--- src/rtl/pipe_stage_skid.sv ---
// pipe_stage_skid: two-entry skid-buffered valid/ready pipeline stage.
// Optional stall counter: define PIPE_STAGE_SKID_PERF_EN.
module pipe_stage_skid #(
  parameter int DATA_W = 32,
  parameter int PERF_W = 32
) (
  input  logic              clk,
  input  logic              reset,
  input  logic              flush,
  input  logic              in_valid,
  output logic              in_ready,
  input  logic [DATA_W-1:0] in_data,
  output logic              out_valid,
  input  logic              out_ready,
  output logic [DATA_W-1:0] out_data,
  output logic [1:0]        occupancy
`ifdef PIPE_STAGE_SKID_PERF_EN
  ,
  output logic [PERF_W-1:0] stall_cnt
`endif
);

  localparam logic [1:0] EMPTY = 2'd0;
  localparam logic [1:0] ONE   = 2'd1;
  localparam logic [1:0] FULL  = 2'd2;

  if (DATA_W < 1 || DATA_W > 256) begin : g_bad_data_w
    $error("DATA_W out of range");
  end
  if (PERF_W < 8 || PERF_W > 64) begin : g_bad_perf_w
    $error("PERF_W out of range");
  end

  logic [1:0]        state;
  logic [DATA_W-1:0] main_q;
  logic [DATA_W-1:0] skid_q;
  logic              accept;
  logic              pop;

  assign out_valid = (state != EMPTY);
  assign in_ready  = (state != FULL);
  assign out_data  = main_q;
  assign occupancy = state;
  assign accept    = in_valid && in_ready;
  assign pop       = out_valid && out_ready;

  // State and payload registers; reset beats flush beats traffic.
  always_ff @(posedge clk) begin
    if (reset) begin
      state  <= EMPTY;
      main_q <= '0;
      skid_q <= '0;
    end else if (flush) begin
      state <= EMPTY;
    end else begin
      unique case (state)
        EMPTY: begin
          if (accept) begin
            state  <= ONE;
            main_q <= in_data;
          end
        end
        ONE: begin
          if (accept && !pop) begin
            state  <= FULL;
            skid_q <= in_data;
          end else if (accept && pop) begin
            main_q <= in_data;
          end else if (pop) begin
            state <= EMPTY;
          end
        end
        FULL: begin
          if (pop) begin
            state  <= ONE;
            main_q <= skid_q;
          end
        end
        default: state <= EMPTY;
      endcase
    end
  end

`ifdef PIPE_STAGE_SKID_PERF_EN
  // Saturating count of cycles the held payload is refused downstream.
  always_ff @(posedge clk) begin
    if (reset) begin
      stall_cnt <= '0;
    end else if (out_valid && !out_ready && !(&stall_cnt)) begin
      stall_cnt <= stall_cnt + 1'b1;
    end
  end
`endif

endmodule
--- config.mk ---
export PLATFORM = sky130hd
export DESIGN_NAME = pipe_stage_skid
export DESIGN_NICKNAME = d
export VERILOG_FILES = /design/src/rtl/pipe_stage_skid.sv
export SDC_FILE = /design/constraint.sdc
export NUM_CORES = 1
export LEC_CHECK = 0
export CAP_MARGIN = 20
export CORE_MARGIN = 5
export CORE_UTILIZATION = 45
export DETAILED_ROUTE_END_ITERATION = 12
export PLACE_DENSITY = 0.77
export SLEW_MARGIN = 30
export SYNTH_ARGS = -nofsm -noshare
export SYNTH_HDL_FRONTEND = slang
export SYNTH_SLANG_ARGS = --single-unit
--- constraint.sdc ---
create_clock -name clk -period 1.5 [get_ports clk]
set_input_delay 0.3 -clock clk [delete_from_list [all_inputs] [get_ports clk]]
set_output_delay 0.3 -clock clk [all_outputs]
set_load 0.01 [all_outputs]
Word-level counts from Yosys, hierarchy flattened:

Index checks and enable logic that the tools add are counted.

* latch bits: 0
* input port bits: 37
* word-level logic and storage cells: 36
* memories kept: 0
* output and inout port bits: 36
* bits in read-only memories: 0
* register bits: 66
* memory bits (writable): 0

* shift-type cells: 0
* reduce and logical (&&, ||, !) cells: 12
* equality and inequality tests: 9
* add/subtract/negate cells: 0
* order comparisons: 0
* bitwise operators: 1
* divide/modulo/power cells: 0
* muxes and demuxes: 11
* multipliers: 0

Operator list (number)
* $mux W32: 4
* $pmux W32 S3: 1
* $mux W2: 5
* $ne A2 B2 Y1 const B: 5
* $ne A3 B3 Y1 const B: 2
* $pmux W2 S3: 1
* $reduce_and A6 Y1: 1
* $logic_and A1 B1 Y1: 4
* $reduce_and A4 Y1: 1
* $reduce_and A3 Y1: 1
* $reduce_bool A3 Y1: 1
* $eq A2 B1 Y1 const B: 1
* $eq A2 B2 Y1 const B: 1
* $logic_not A2 Y1: 1
* $reduce_bool A2 Y1: 1
* $reduce_or A2 Y1: 1
* $logic_not A1 Y1: 1
* $not A1 Y1: 1

Depth between registers and ports, before layout:

Gate-level depths: netlist (run 1).

* word-level depth: 6
* mapped depth: 6
* gate-level depth less buffers: 3

Worst setup path before layout (run 1):

No wires, ideal clock.

* path type: flip-flop to flip-flop
* start: register state[1] (netlist: occupancy[1])
* end: register main_q[0] (netlist: out_data[0])
* cell stages (with the launch flop): 5
* arrival: 1.344 ns
* path slack: 0.010 ns
* required time: 1.354 ns
* clock period less this slack: 1.490 ns
* buffers on the path: 1
* cell sequence: dfxtp_1 -> mux2_2 -> buf_2 -> a211oi_1 -> a211oi_2

* word-level cells in the longest chain between the ends: 6

RTL lines
* start: declaration: RTL line 34 `logic [1:0] state;`
* start signal: assignment: RTL line 50 `state <= EMPTY;`
* start signal: assignment: RTL line 54 `state <= EMPTY;`
* start signal: assignment: RTL line 59 `state <= ONE;`
* $reduce_bool A2 Y1: RTL line 40 `assign out_valid = (state != EMPTY);`
* $logic_and A1 B1 Y1: RTL line 45 `assign pop = out_valid && out_ready;`
* $logic_not A1 Y1: RTL line 64 `if (accept && !pop) begin`
* $logic_and A1 B1 Y1: RTL line 64
* $ne A2 B2 Y1 (no line)
* $reduce_and A6 Y1 (no line)
* end signal: assignment: RTL line 60 `main_q <= in_data;`
* end signal: assignment: RTL line 68 `main_q <= in_data;`
* end signal: assignment: RTL line 76 `main_q <= skid_q;`
* end: declaration: RTL line 35 `logic [DATA_W-1:0] main_q;`

Parallel ways exist; a longest one is shown, timed or not.
A chain may end at the register's enable or synchronous reset.

Worst setup path after layout (run 1):

* start: input flush
* end: register main_q[15] (netlist: out_data[15])

* word-level cells in the longest chain between the ends: 2

RTL lines
* start: declaration: RTL line 9 `input logic flush,`
* $not A1 Y1 (no line)
* $reduce_and A6 Y1 (no line)

No other way between the ends.

==> results of run 1 <==
==> path summary, 6_finish.rpt <==
| path | start | slack, ns | to | cells after the start |
|---|---|---|---|---|
| min reg2reg | skid_q[28] | 0.48 | skid_q[28] | 2 |
| min | reset | 0.27 | occupancy[0] | 2 |
| max reg2reg | occupancy[1] | 0.03 | out_data[15] | 4 |
| max | flush | -0.001 | out_data[15] | 5 |
==> flip-flops by register name, summed over array words and instances, names as in the netlist <==
register,cells
out_data,32
skid_q,32
occupancy,2
==> critical path, cell delays in order <==
cell and delay, ns:
clkdlybuf4s50_1 0.43, and4bb_2 0.42, buf_6 0.25, a211oi_1 0.10, a211oi_2 0.23
==> cells by family after synthesis <==
| kind of cell | after synthesis | share of synthesized area, % |
|---|---|---|
| mux | 33 | 10.7 |
| simple gates | 42 | 7.66 |
| flops | 66 | 42.8 |
| buf+inv | 39 | 6.65 |
| compound gates | 132 | 32.1 |
==> timing repair <==
item                       4_1_cts  5_1_grt
setup endpoints to repair       68       64
pin swaps                        1        2
setup buffers                    0        1
gates cloned                     1        3
gates resized for setup         51       15
==> layer usage <==
layer | vias up | track usage, % | share of wire (%)
met5 | - | 0 | 0
met4 | 0 | 7.20 | 2.2
met3 | 22 | 3.33 | 6.3
met2 | 139 | 35.7 | 49
met1 | 1408 | 27.4 | 42
li1 | 1341 | - | -
==> power groups by stage <==
stage	Combinational [uW]	Sequential (uW)	Clock, uW
2_1_floorplan	353	1960	0
6_report	771	1900	1690
5_1_grt	820	1910	1790
3_5_place_dp	771	1930	0
3_3_place_gp	758	1930	0
4_1_cts	739	1890	1710
==> stage by stage <==
step / util (%) / power [uW] / setup slack, ns
2_1_floorplan: - / 2310 / 0.0102
3_5_place_dp: 59.4 / 2700 / -0.455
5_1_grt: 64.5 / 4510 / -0.0828
6_report: 64.5 / 4360 / -0.00126
3_3_place_gp: 59.4 / 2690 / -0.409
4_1_cts: 62.8 / 4340 / 0.00692
==> cell type report <==
class                           instances  area, um2
Clock inverter                          7        100
Timing Repair Buffer                  103       1000
Clock buffer                            9        124
Multi-Input combinational cell        209       1680
Sequential cell                        66       1330
Inverter                                1       3.75
Tap cell                               80        100
Fill cell                             563       2390
==> synth_stat cells, drive strengths merged <==
cell     number
o21ai        32
and4bb        1
nand3        32
inv           1
nand2         1
nand4bb       1
a2111oi       1
dfxtp        66
clkbuf       16
buf          22
or2           1
a21oi        32
mux2i        32
a21o          2
a211oi       65
nand2b        2
nor4bb        1
or3b          1
nor2          1
mux2          1
nand3b        1
==> out/qor.txt, run 1 <==
switch share = 27.5%
slew margin rel. = 76.1%
average cell area after synthesis = 9.89 um2
Initial Util = 45.9%
final setup fails = 1
total power per unit cell area = 1010 mW/mm2
setup tns final = -0.00126 ns
clock skew = 0.00926 ns
Syn Inst Count = 312
min Tclk post-route = 1.50 ns
Row Count = 30
Hold Path Class = in -> reg
post-route ant nets = 0
Cell Area, Synth = 0.00309 mm2
area post-placement = 0.00399 mm2
vias = 2910
port bufs = 72
clock sinks = 66
maximum vdd drop = 0.571 mV
Critical Path RT = 1.75 ns
post-route non-filler standard cell count = 475
router iterations before antenna repair = 6
RSZ-0062 raised after global routing = yes
most common cell after layout, fill and taps aside = dfxtp_1
fin crit share = 100%
Synth area leaders = dfxtp_1, a211oi_2, mux2i_1, a211oi_1, a21oi_1
crit path capture type = flip-flop
first-pass GRT wire length = 14600 um
clk_lat worst skew = 0.35 ns
Max Clk Rate = 666 MHz
failing checks = setup timing
final-report hold violation count = 0
total of warnings raised by yosys = 0
largest net degree at the start of global routing = 33
worst setup margin = -0.00126 ns
Max H-tree Level = 3
vias in the first global route = 2859
Leak = 0.00182 uW
status = finished, violations left
hpwl dp = 5810 um
First DRT Iteration DRCs = 159
ratio of cells with drive above 1 in the final layout = 26.1%
sequential power share = 43.6%
internal power = 3160 uW
leading area contributor after synthesis = dfxtp_1
Total GRT Usage = 21.1%
routed wire length = 9550 um
startpoint types = input port
DR DRC count = 0
hold buffer count at cts = 0
Clk pwr share = 38.7%
Yosys cell types = 28
Area Overhead vs Synth = 40.4%
Mapped Nets = 349
CTS Buf Count = 9
io pins = 73
initial antenna violation count = 0
NetSw = 1200 uW
CP Data Arrival Time = 1.75 ns
maxcap violations = 0
Max Slew Vio Count = 0
Placeable Area = 0.00672 mm2
total gr overflow = 0
CTS tree = yes
Die Ht = 92.8 um
Placer Congestion = 0.794
routed len/inst = 20.1 um
CTS root buffer = clkbuf_8
Worst Path Max Fanout = 20
Die W = 92.8 um
final instance area = 0.00433 mm2
register area share after synthesis = 42.8%
placed insts = 454
Final nets = 427
vias per inst = 6.13
share of the synthesized area in the top cell type = 42.8%
CTS Buffer Depth = 2
Synth Register Bits = 66
most frequent cells in the layout = dfxtp_1, a211oi_2, clkdlybuf4s50_1, dlygate4sd2_1
Clock Pin Slew Worst Setup and Hold Paths = 0.08 ns
Crit Path Class = in -> reg
WHS = 0.275 ns
Die Area = 0.00861 mm2
Worst-Margin Slew = 0.359 ns
combinational share of power = 17.7%
Antenna diodes = 0
Note: power is estimated with default switching activity, not from simulation.
==> inputs of run 2 (changes only) <==
Settings changed: CELL_PAD_IN_SITES_DETAIL_PLACEMENT set to 0, CELL_PAD_IN_SITES_GLOBAL_PLACEMENT set to 2, CORE_UTILIZATION 45 to 27, PLACE_DENSITY 0.77 to 0.76.
==> run 2 against run 1 <==
  * The flow now finishes without violations
  * Flip-flop and latch count unchanged
  * Sequential share of layout area is 2.1 points lower
  * Power grew 7.4%
  * Cell area is 7.5% higher
  * First-iteration DRC count down 40%
  * Critical path depth is 2 lower
  * Final cell count is 15% higher
  * Die area up 59%
  * Wire length grew 4.3%
  * Utilization down 23 points
  * Critical endpoint is now in_ready
==> out/qor.txt, run 2 (synthesized netlist as in run 1, its figures left out) <==
CTS tree = yes (unchanged)
GRT met2 Usage = 23.9% (was 35.7%)
maximum vdd drop = 0.560 mV (was 0.571 mV)
Placeable Area = 0.0113 mm2 (was 0.00672 mm2)
clock skew = 0.00479 ns (was 0.00926 ns)
CTS root buffer = clkbuf_16 (was clkbuf_8)
Die W = 117 um (was 92.8 um)
post-route ant nets = 0 (unchanged)
GRT Max-Usage Layer = met2 (unchanged)
Max Clk Rate = 678 MHz (was 666 MHz)
Die Ht = 117 um (was 92.8 um)
total power per unit cell area = 1000 mW/mm2 (was 1010 mW/mm2)
CTS Buf Count = 9 (unchanged)
io pins = 73 (unchanged)
Max Slew Vio Count = 0 (unchanged)
Final nets = 436 (was 427)
routed len/inst = 18.2 um (was 20.1 um)
final setup fails = 0 (was 1)
Crit Path Class = reg -> out (was in -> reg)
router iterations before antenna repair = 6 (unchanged)
internal power = 3490 uW (was 3160 uW)
maxcap violations = 0 (unchanged)
startpoint types = flip-flop (was input port)
fin crit share = 98.3% (was 100%)
vias per inst = 5.12 (was 6.13)
Total GRT Usage = 14.6% (was 21.1%)
hpwl dp = 6380 um (was 5810 um)
CTS Buffer Depth = 2 (unchanged)
Worst Path Max Fanout = 6 (was 20)
Clock Pin Slew Worst Setup and Hold Paths = 0.05 ns (was 0.08 ns)
Antenna diodes = 0 (unchanged)
largest net degree at the start of global routing = 33 (unchanged)
Die Area = 0.0137 mm2 (was 0.00861 mm2)
initial antenna violation count = 0 (unchanged)
Placer Congestion = 0.762 (was 0.794)
total gr overflow = 0 (unchanged)
placed insts = 522 (was 454)
Initial Util = 27.3% (was 45.9%)
post-route non-filler standard cell count = 547 (was 475)
Clk pwr share = 42.3% (was 38.7%)
most common cell after layout, fill and taps aside = dfxtp_1 (unchanged)
final-report hold violation count = 0 (unchanged)
first-pass GRT wire length = 15400 um (was 14600 um)
M1 GR Usage = 19.0% (was 27.4%)
setup tns final = 0 ns (was -0.00126 ns)
min Tclk post-route = 1.47 ns (was 1.50 ns)
switch share = 25.3% (was 27.5%)
Tot Pwr = 4680 uW (was 4360 uW)
Hold Path Class = in -> reg (unchanged)
Area Overhead vs Synth = 50.9% (was 40.4%)
most frequent cells in the layout = dfxtp_1, a211oi_2, dlygate4sd2_1 (was dfxtp_1, a211oi_2, clkdlybuf4s50_1, dlygate4sd2_1)
Max H-tree Level = 3 (unchanged)
Leak = 0.00194 uW (was 0.00182 uW)
GR Layer Usage met3 = 3.44% (was 3.33%)
Row Count = 39 (was 30)
First DRT Iteration DRCs = 95 (was 159)
crit path capture type = primary output (was flip-flop)
vias in the first global route = 2873 (was 2859)
sequential power share = 40.4% (was 43.6%)
RSZ-0062 raised after global routing = yes (unchanged)
WHS = 0.425 ns (was 0.275 ns)
routed wire length = 9960 um (was 9550 um)
port bufs = 72 (unchanged)
Critical Path RT = 1.20 ns (was 1.75 ns)
slew margin rel. = 70.3% (was 76.1%)
NetSw = 1190 uW (was 1200 uW)
clock sinks = 66 (unchanged)
ratio of cells with drive above 1 in the final layout = 27.2% (was 26.1%)
clk_lat worst skew = 0.32 ns (was 0.35 ns)
combinational share of power = 17.3% (was 17.7%)
DR DRC count = 0 (unchanged)
status = finished, final reports clean (was finished, violations left)
fin util = 41.1% (was 64.5%)
CP Data Arrival Time = 1.17 ns (was 1.75 ns)
Worst-Margin Slew = 0.446 ns (was 0.359 ns)
vias = 2802 (was 2910)
==> run 2: routing by layer <==
| layer | up-vias | wire length [um] |
|---|---|---|
| met4 | 0 | 146 |
| li1 | 1361 | - |
| met3 | 12 | 510 |
| met2 | 75 | 4750 |
| met5 | - | 0 |
| met1 | 1354 | 4550 |
==> run 2: worst max-delay path: stages, from the launching register on <==
cell and delay (ns):
dfxtp_4 0.36, buf_6 0.12, nand2b_2 0.12, clkdlybuf4s15_2 0.25
==> run 2: worst paths after layout <==
check                           slack, ns          from  cells past startpoint          to
worst min register to register       0.47    skid_q[24]                      2  skid_q[24]
worst max-delay path                 0.03  occupancy[1]                      3    in_ready
worst max register to register       0.06  occupancy[1]                      7   skid_q[6]
worst min-delay path                 0.42         reset                      2  skid_q[16]
==> run 2: what timing repair did <==
action | in CTS | in global routing
resized for setup | 43 | 21
setup endpoints to repair | 88 | 59
pin swaps | 0 | 4
setup buffers | 1 | 5
gates cloned | 2 | 1
endpoints found under the hold margin | 0 | 0
hold buffers | 0 | 0
==> run 2: final cells by class <==
class	instances	area [um2]
fill	1126	6660
sequential	66	1330
multi-input combinational	207	1650
tap	143	179
clock buffer	14	274
clock inverter	2	10.0
timing repair buffer	114	1220
inverter	1	3.75
==> run 2: power by group through the flow <==
stage               Clock (uW)  Sequential [uW]  Combinational, uW
floorplan                    0             1960                353
detailed placement           0             1930                829
global placement             0             1930                820
CTS                       2030             1890                795
finish                    1980             1890                809
global route              2110             1900                871
==> run 2: per-stage QoR <==
stage	area [um2]	setup slack, ns
3_5_place_dp	4190	-0.392
5_1_grt	4660	-0.0370
6_report	4660	0.0256
2_1_floorplan	3090	0.0102
3_3_place_gp	4190	-0.359
4_1_cts	4520	-0.0143
